`src/rtl/alu_resp.sv`:
```
// alu_resp: registered 8-bit ALU stage feeding an in-order result FIFO with valid/ready on both sides
module alu_resp #(
  parameter int DEPTH = 4,
  parameter int TAG_W = 4
) (
  input  logic             clk,
  input  logic             rst_n,
  input  logic             req_valid,
  output logic             req_ready,
  input  logic [7:0]       req_a0,
  input  logic [7:0]       req_a1,
  input  logic             req_a_sel,
  input  logic [7:0]       req_b,
  input  logic [2:0]       req_ctrl,
  input  logic [TAG_W-1:0] req_tag,
  output logic             rsp_valid,
  input  logic             rsp_ready,
  output logic [7:0]       rsp_data,
  output logic             rsp_carry,
  output logic             rsp_zero,
  output logic             rsp_ovf,
  output logic [TAG_W-1:0] rsp_tag,
  output logic [15:0]      op_count
);
  localparam int AW = $clog2(DEPTH);
  localparam int EW = TAG_W + 11;
  localparam logic [AW+1:0] LP_DEPTH = (AW+2)'(DEPTH);

  logic [7:0]    w_a;
  logic [7:0]    w_data;
  logic          w_carry;
  logic          w_ovf;
  logic          w_big;
  logic [8:0]    w_add;
  logic [8:0]    w_sub;
  logic [8:0]    w_lsl;
  logic [8:0]    w_lsr;
  logic          w_accept;
  logic          w_push;
  logic          w_pop;
  logic [AW:0]   w_count_next;
  logic [AW+1:0] w_occ_next;

  logic          r_req_ready;
  logic          r_s1_valid;
  logic [EW-1:0] r_s1;
  logic [EW-1:0] r_mem [DEPTH];
  logic [AW-1:0] r_wr_ptr;
  logic [AW-1:0] r_rd_ptr;
  logic [AW:0]   r_count;
  logic [15:0]   r_op_count;

  // ALU result for the request currently on the inputs; shifts keep the
  // shifted-out bit in the ninth bit so carry falls out of the same vector
  always_comb begin
    w_a     = req_a_sel ? req_a1 : req_a0;
    w_add   = {1'b0, w_a} + {1'b0, req_b};
    w_sub   = {1'b0, w_a} - {1'b0, req_b};
    w_lsl   = {1'b0, w_a} << req_b[2:0];
    w_lsr   = {w_a, 1'b0} >> req_b[2:0];
    w_big   = |req_b[7:3];
    w_data  = 8'h00;
    w_carry = 1'b0;
    w_ovf   = 1'b0;
    case (req_ctrl)
      3'd0: begin
        w_data  = w_add[7:0];
        w_carry = w_add[8];
        w_ovf   = (w_a[7] == req_b[7]) && (w_add[7] != w_a[7]);
      end
      3'd1: begin
        w_data  = w_sub[7:0];
        w_carry = w_sub[8];
        w_ovf   = (w_a[7] != req_b[7]) && (w_sub[7] != w_a[7]);
      end
      3'd2: w_data = w_a | req_b;
      3'd3: w_data = w_a & req_b;
      3'd4: w_data = w_a ^ req_b;
      3'd5: w_data = ~w_a;
      3'd6: begin
        w_data  = w_big ? 8'h00 : w_lsl[7:0];
        w_carry = !w_big && w_lsl[8];
      end
      default: begin
        w_data  = w_big ? 8'h00 : w_lsr[8:1];
        w_carry = !w_big && w_lsr[0];
      end
    endcase
  end

  assign w_accept     = req_valid & r_req_ready;
  assign w_push       = r_s1_valid;
  assign w_pop        = rsp_valid & rsp_ready;
  assign w_count_next = r_count + (AW+1)'(w_push) - (AW+1)'(w_pop);
  assign w_occ_next   = (AW+2)'(w_count_next) + (AW+2)'(w_accept);

  assign req_ready = r_req_ready;
  assign rsp_valid = r_count != '0;
  assign {rsp_tag, rsp_ovf, rsp_zero, rsp_carry, rsp_data} = r_mem[r_rd_ptr];
  assign op_count  = r_op_count;

  // Result stage: capture the accepted request's result, tag and flags
  always_ff @(posedge clk or negedge rst_n) begin
    if (!rst_n) begin
      r_s1_valid <= 1'b0;
      r_s1       <= '0;
    end else begin
      r_s1_valid <= w_accept;
      if (w_accept) r_s1 <= {req_tag, w_ovf, w_data == 8'h00, w_carry, w_data};
    end
  end

  // Result FIFO; ready counts the stage entry as occupied so an accept
  // always finds a free slot on the following push
  always_ff @(posedge clk or negedge rst_n) begin
    if (!rst_n) begin
      for (int i = 0; i < DEPTH; i++) r_mem[i] <= '0;
      r_wr_ptr    <= '0;
      r_rd_ptr    <= '0;
      r_count     <= '0;
      r_req_ready <= 1'b0;
    end else begin
      if (w_push) begin
        r_mem[r_wr_ptr] <= r_s1;
        r_wr_ptr        <= r_wr_ptr + AW'(1);
      end
      if (w_pop) r_rd_ptr <= r_rd_ptr + AW'(1);
      r_count     <= w_count_next;
      r_req_ready <= w_occ_next < LP_DEPTH;
    end
  end

  // Accepted-request counter, wraps naturally
  always_ff @(posedge clk or negedge rst_n) begin
    if (!rst_n) r_op_count <= 16'h0000;
    else if (w_accept) r_op_count <= r_op_count + 16'h0001;
  end
endmodule

```
`config.mk`:
```
export PLATFORM = sky130hd
export DESIGN_NAME = alu_resp
export DESIGN_NICKNAME = d
export VERILOG_FILES = /design/src/rtl/alu_resp.sv
export SDC_FILE = /design/constraint.sdc
export NUM_CORES = 1
export LEC_CHECK = 0
export ABC_AREA = 1
export CORE_ASPECT_RATIO = 1.1
export CORE_MARGIN = 3
export CORE_UTILIZATION = 57
export DETAILED_ROUTE_END_ITERATION = 12
export GPL_TIMING_DRIVEN = 0
export PLACE_DENSITY = 0.81
export SYNTH_ARGS = -nofsm -noshare
export SYNTH_HDL_FRONTEND = slang
export SYNTH_SLANG_ARGS = --single-unit
```
`constraint.sdc`:
```
create_clock -name clk -period 2.35 [get_ports clk]
set_input_delay 0.5875 -clock clk [delete_from_list [all_inputs] [get_ports clk]]
set_output_delay 0.5875 -clock clk [all_outputs]
set_load 0.01 [all_outputs]
```
==> results.sh <==
export IMPL_yosys_area_top_type="dfrtp_1"
export IMPL_routabilityCongestion=0.9718
export IMPL_syn_area_um2=6222
export IMPL_power_share_clock=0.199
export IMPL_min_path_type="input pin to async pin"
export IMPL_worstPathMaxFanout=8
export IMPL_synth_flop_cell="dfrtp_1"
export IMPL_synth_top_area_share=0.4022
export IMPL_dr_total_vias=6488
export IMPL_antenna_cells=0
export IMPL_hold_viol=0
export IMPL_n_fill_cell=756
export IMPL_port_buffers=67
export IMPL_pre_cts_ws_ps=-1278
export IMPL_path_common_cell="nand2_1"
export IMPL_sw_frac_of_total=0.4047
export IMPL_critPathRequiredTime_ps=2630
export IMPL_root_buffer="clkbuf_16"
export IMPL_grt_pass1_vias=6330
export IMPL_drt_wl_total_mm=19.97
export IMPL_ctsHtreeMaxLevel=3
export IMPL_ys_ff_latch=100
export IMPL_cp_top_family="simple AND/OR/NAND/NOR gates"
export IMPL_nets=1037
export IMPL_grt_overflow=0
export IMPL_ys_seq_area_frac=0.4022
export IMPL_timing_fmax_mhz=422.0
export IMPL_synthCells=856
export IMPL_fp_row_count=39
export IMPL_start_util=0.5903
export IMPL_comb_power_share=0.449
export IMPL_dieWidth_um=105.6
export IMPL_setup_slack_ps=-19.86
export IMPL_slowest_delay_ps=280
export IMPL_grt_first_pass_wirelength_mm=30.99
export IMPL_synth_lib_cells_used_distinct=33
export IMPL_whs_ps=200.7
export IMPL_tightest_slew_ps=592.9
export IMPL_slew_headroom=0.6047
export IMPL_antenna_found_initial=0
export IMPL_max_vdd_ir_drop_uv=575.1
export IMPL_crit_chain="buf_8, buf_8, nand2_2, o21ai_4, inv_2, ha_4, buf_8, inv_6, buf_4, nand3_1, nand2_1, nor2_1, nor2_1, nor2_2, nand2_1, nor2_2, nand3_1, nor2_1, nand2_1, nand2_1"
export IMPL_final_antenna_net_count=0
export IMPL_drt_iter0_drc=491
export IMPL_clock_latency_ps=350
export IMPL_slew_viol_final=0
export IMPL_syn_to_final_growth_pct=33.28
export IMPL_setup_viol=1
export IMPL_synthArstFlopShare=1.000
export IMPL_cellPowerDensity_nw_per_um2=966.4
export IMPL_critPathBufInv=6
export IMPL_rr_startpoint="r_count[2]"
export IMPL_dr_pass1_iters=5
export IMPL_crit_cells=20
export IMPL_setup_tns_ps=-19.86
export IMPL_dp_hpwl_mm=13.67
export IMPL_cp_start_kind="input pin"
export IMPL_layout_min_cycle_time_ps=2370
export IMPL_drc=0
export IMPL_syn_nets=928
export IMPL_cpMaxStageDelayCell="ha_4"
export IMPL_leakagePower_uw=0.004016
export IMPL_numCtsBuffers=9
export IMPL_status="finished, violations left"
export IMPL_die_height_um=115.6
export IMPL_finish_utilization=0.7868
export IMPL_coreArea_um2=10540
export IMPL_grt_use_total=0.3189
export IMPL_ios=69
export IMPL_path_clk_slew_ps=70
export IMPL_period_share=1.008
export IMPL_maxCapViolations=0
export IMPL_drive_gt1_frac=0.1990
export IMPL_rrSetupSlack_ps=300
export IMPL_fin_skew_ps=10.14
export IMPL_hold_buffers=0
export IMPL_synth_common_cells="nand2_1, o21ai_0, dfrtp_1"
export IMPL_p_switching_uw=3243
export IMPL_synth_most_common_cell="nand2_1"
export IMPL_dieArea_um2=12210
export IMPL_clock_path_buffers=2
export IMPL_wl_per_cell_um=17.94
export IMPL_cts_tree="built"
export IMPL_synth_yosys_warnings=0
export IMPL_viasPerCell=5.829
export IMPL_end_kind="register"
export IMPL_rsz0062_at_grt="true"
export IMPL_synth_edff_count=0
export IMPL_r2r_end="req_ready"
export IMPL_failed_checks="setup timing"
export IMPL_grt_max_degree=64
export IMPL_p_int_uw=4771
export IMPL_crit_type="input pin to register"
export IMPL_yosys_top_cells_area="dfrtp_1, nand2_1, o21ai_0"
export IMPL_cts_sinks=100
export IMPL_cp_data_arrival_time_ps=2650
export IMPL_p_seq_frac=0.352
export IMPL_reg2regPathDepth=8
export IMPL_synth_avg_cell_area_um2=7.269
[logic make-up (layout without fill, tap and decap cells)]
logic type,Yosys count,after routing,synth area share
fa+ha+maj,36,36,0.07601
xor+xnor,21,21,0.02956
simple gates,405,405,0.2707
compound gates,168,168,0.1426
buf+inv,126,240,0.07902
flops,100,100,0.4022
[timing repair]
action,4_1_cts,5_1_grt
pin swaps,46,48
gates resized for setup,169,84
endpoints found under the setup margin,27,25
buffers inserted,16,13
gates cloned,2,1
[cell usage in the layout, fill, tap and decap left out, types with 14 or more instances in the layout]
cell type,instances
inv_2,14
o21ai_0,112
nand4_1,15
o22ai_1,18
dlygate4sd2_1,20
buf_4,32
nand3_1,58
inv_1,67
nand2_1,183
nand2_2,23
clkbuf_1,17
ha_1,20
clkdlybuf4s50_1,28
dfrtp_1,98
nor2_1,77
[worst max-delay path by stage]
stage / from / slack (ps) / to
floorplan: req_a_sel / 5 / r_s1[9]
global placement: rst_n / -2740 / op_count[6]
detailed placement: req_a_sel / -1280 / r_s1[7]
CTS: req_a0[5] / -8 / r_s1[7]
global route: req_a1[2] / -110 / r_s1[9]
finish: req_a_sel / -20 / r_s1[9]
[metal layers]
| layer | wire, µm | GRT usage | part of all wire |
|---|---|---|---|
| met2 | 10280 | 0.5787 | 0.51 |
| met3 | 1251 | 0.05571 | 0.063 |
| met4 | 874 | 0.1537 | 0.044 |
| met1 | 7564 | 0.3671 | 0.38 |
| met5 | 0 | 0 | 0 |
[area by class of cell]
type,instances,area [µm²],area share
flip-flops and latches,100,2505,0.3021
repair buffers,100,930.9,0.1123
clock inverters,7,98.84,0.01192
well taps,143,178.9,0.02158
clock buffers,9,225.2,0.02716
inverters,90,369.1,0.04451
multi-input cells,630,3762,0.4537
plain buffers,34,222.7,0.02686
[power by group through the flow]
stage | combinational [µW] | clock [µW] | sequential [µW]
6_report | 3600 | 1590 | 2820
5_1_grt | 3980 | 1680 | 2890
4_1_cts | 3430 | 1610 | 2790
3_5_place_dp | 3300 | 0 | 2810
3_3_place_gp | 3160 | 0 | 2780
2_1_floorplan | 1940 | 0 | 2730
[worst register-to-register path: cells and delay by family, from the launching register on]
family	cells	cell delay (ps)
DFF	1	400
xor gates and xnor gates	1	190
adders and majority gates	3	860
buffers and inverters	1	50
AOI/OAI and AO/OA	2	300
and+or+nand+nor	1	160
[through the flow]
step	power (µW)	cells	cell area [µm²]
2_1_floorplan	4676	856	6245
3_3_place_gp	5947	1066	7094
3_5_place_dp	6113	1067	7119
4_1_cts	7830	1101	7939
5_1_grt	8545	1113	8293
6_report	8014	1113	8293
[state kept, by name, indices dropped and copies added, names as in the netlist]
signal      flops
r_s1           15
r_rd_ptr        2
r_mem          60
r_count         3
req_ready       1
op_count       16
r_s1_valid      1
r_wr_ptr        2
(Power assumes the default switching activity.)
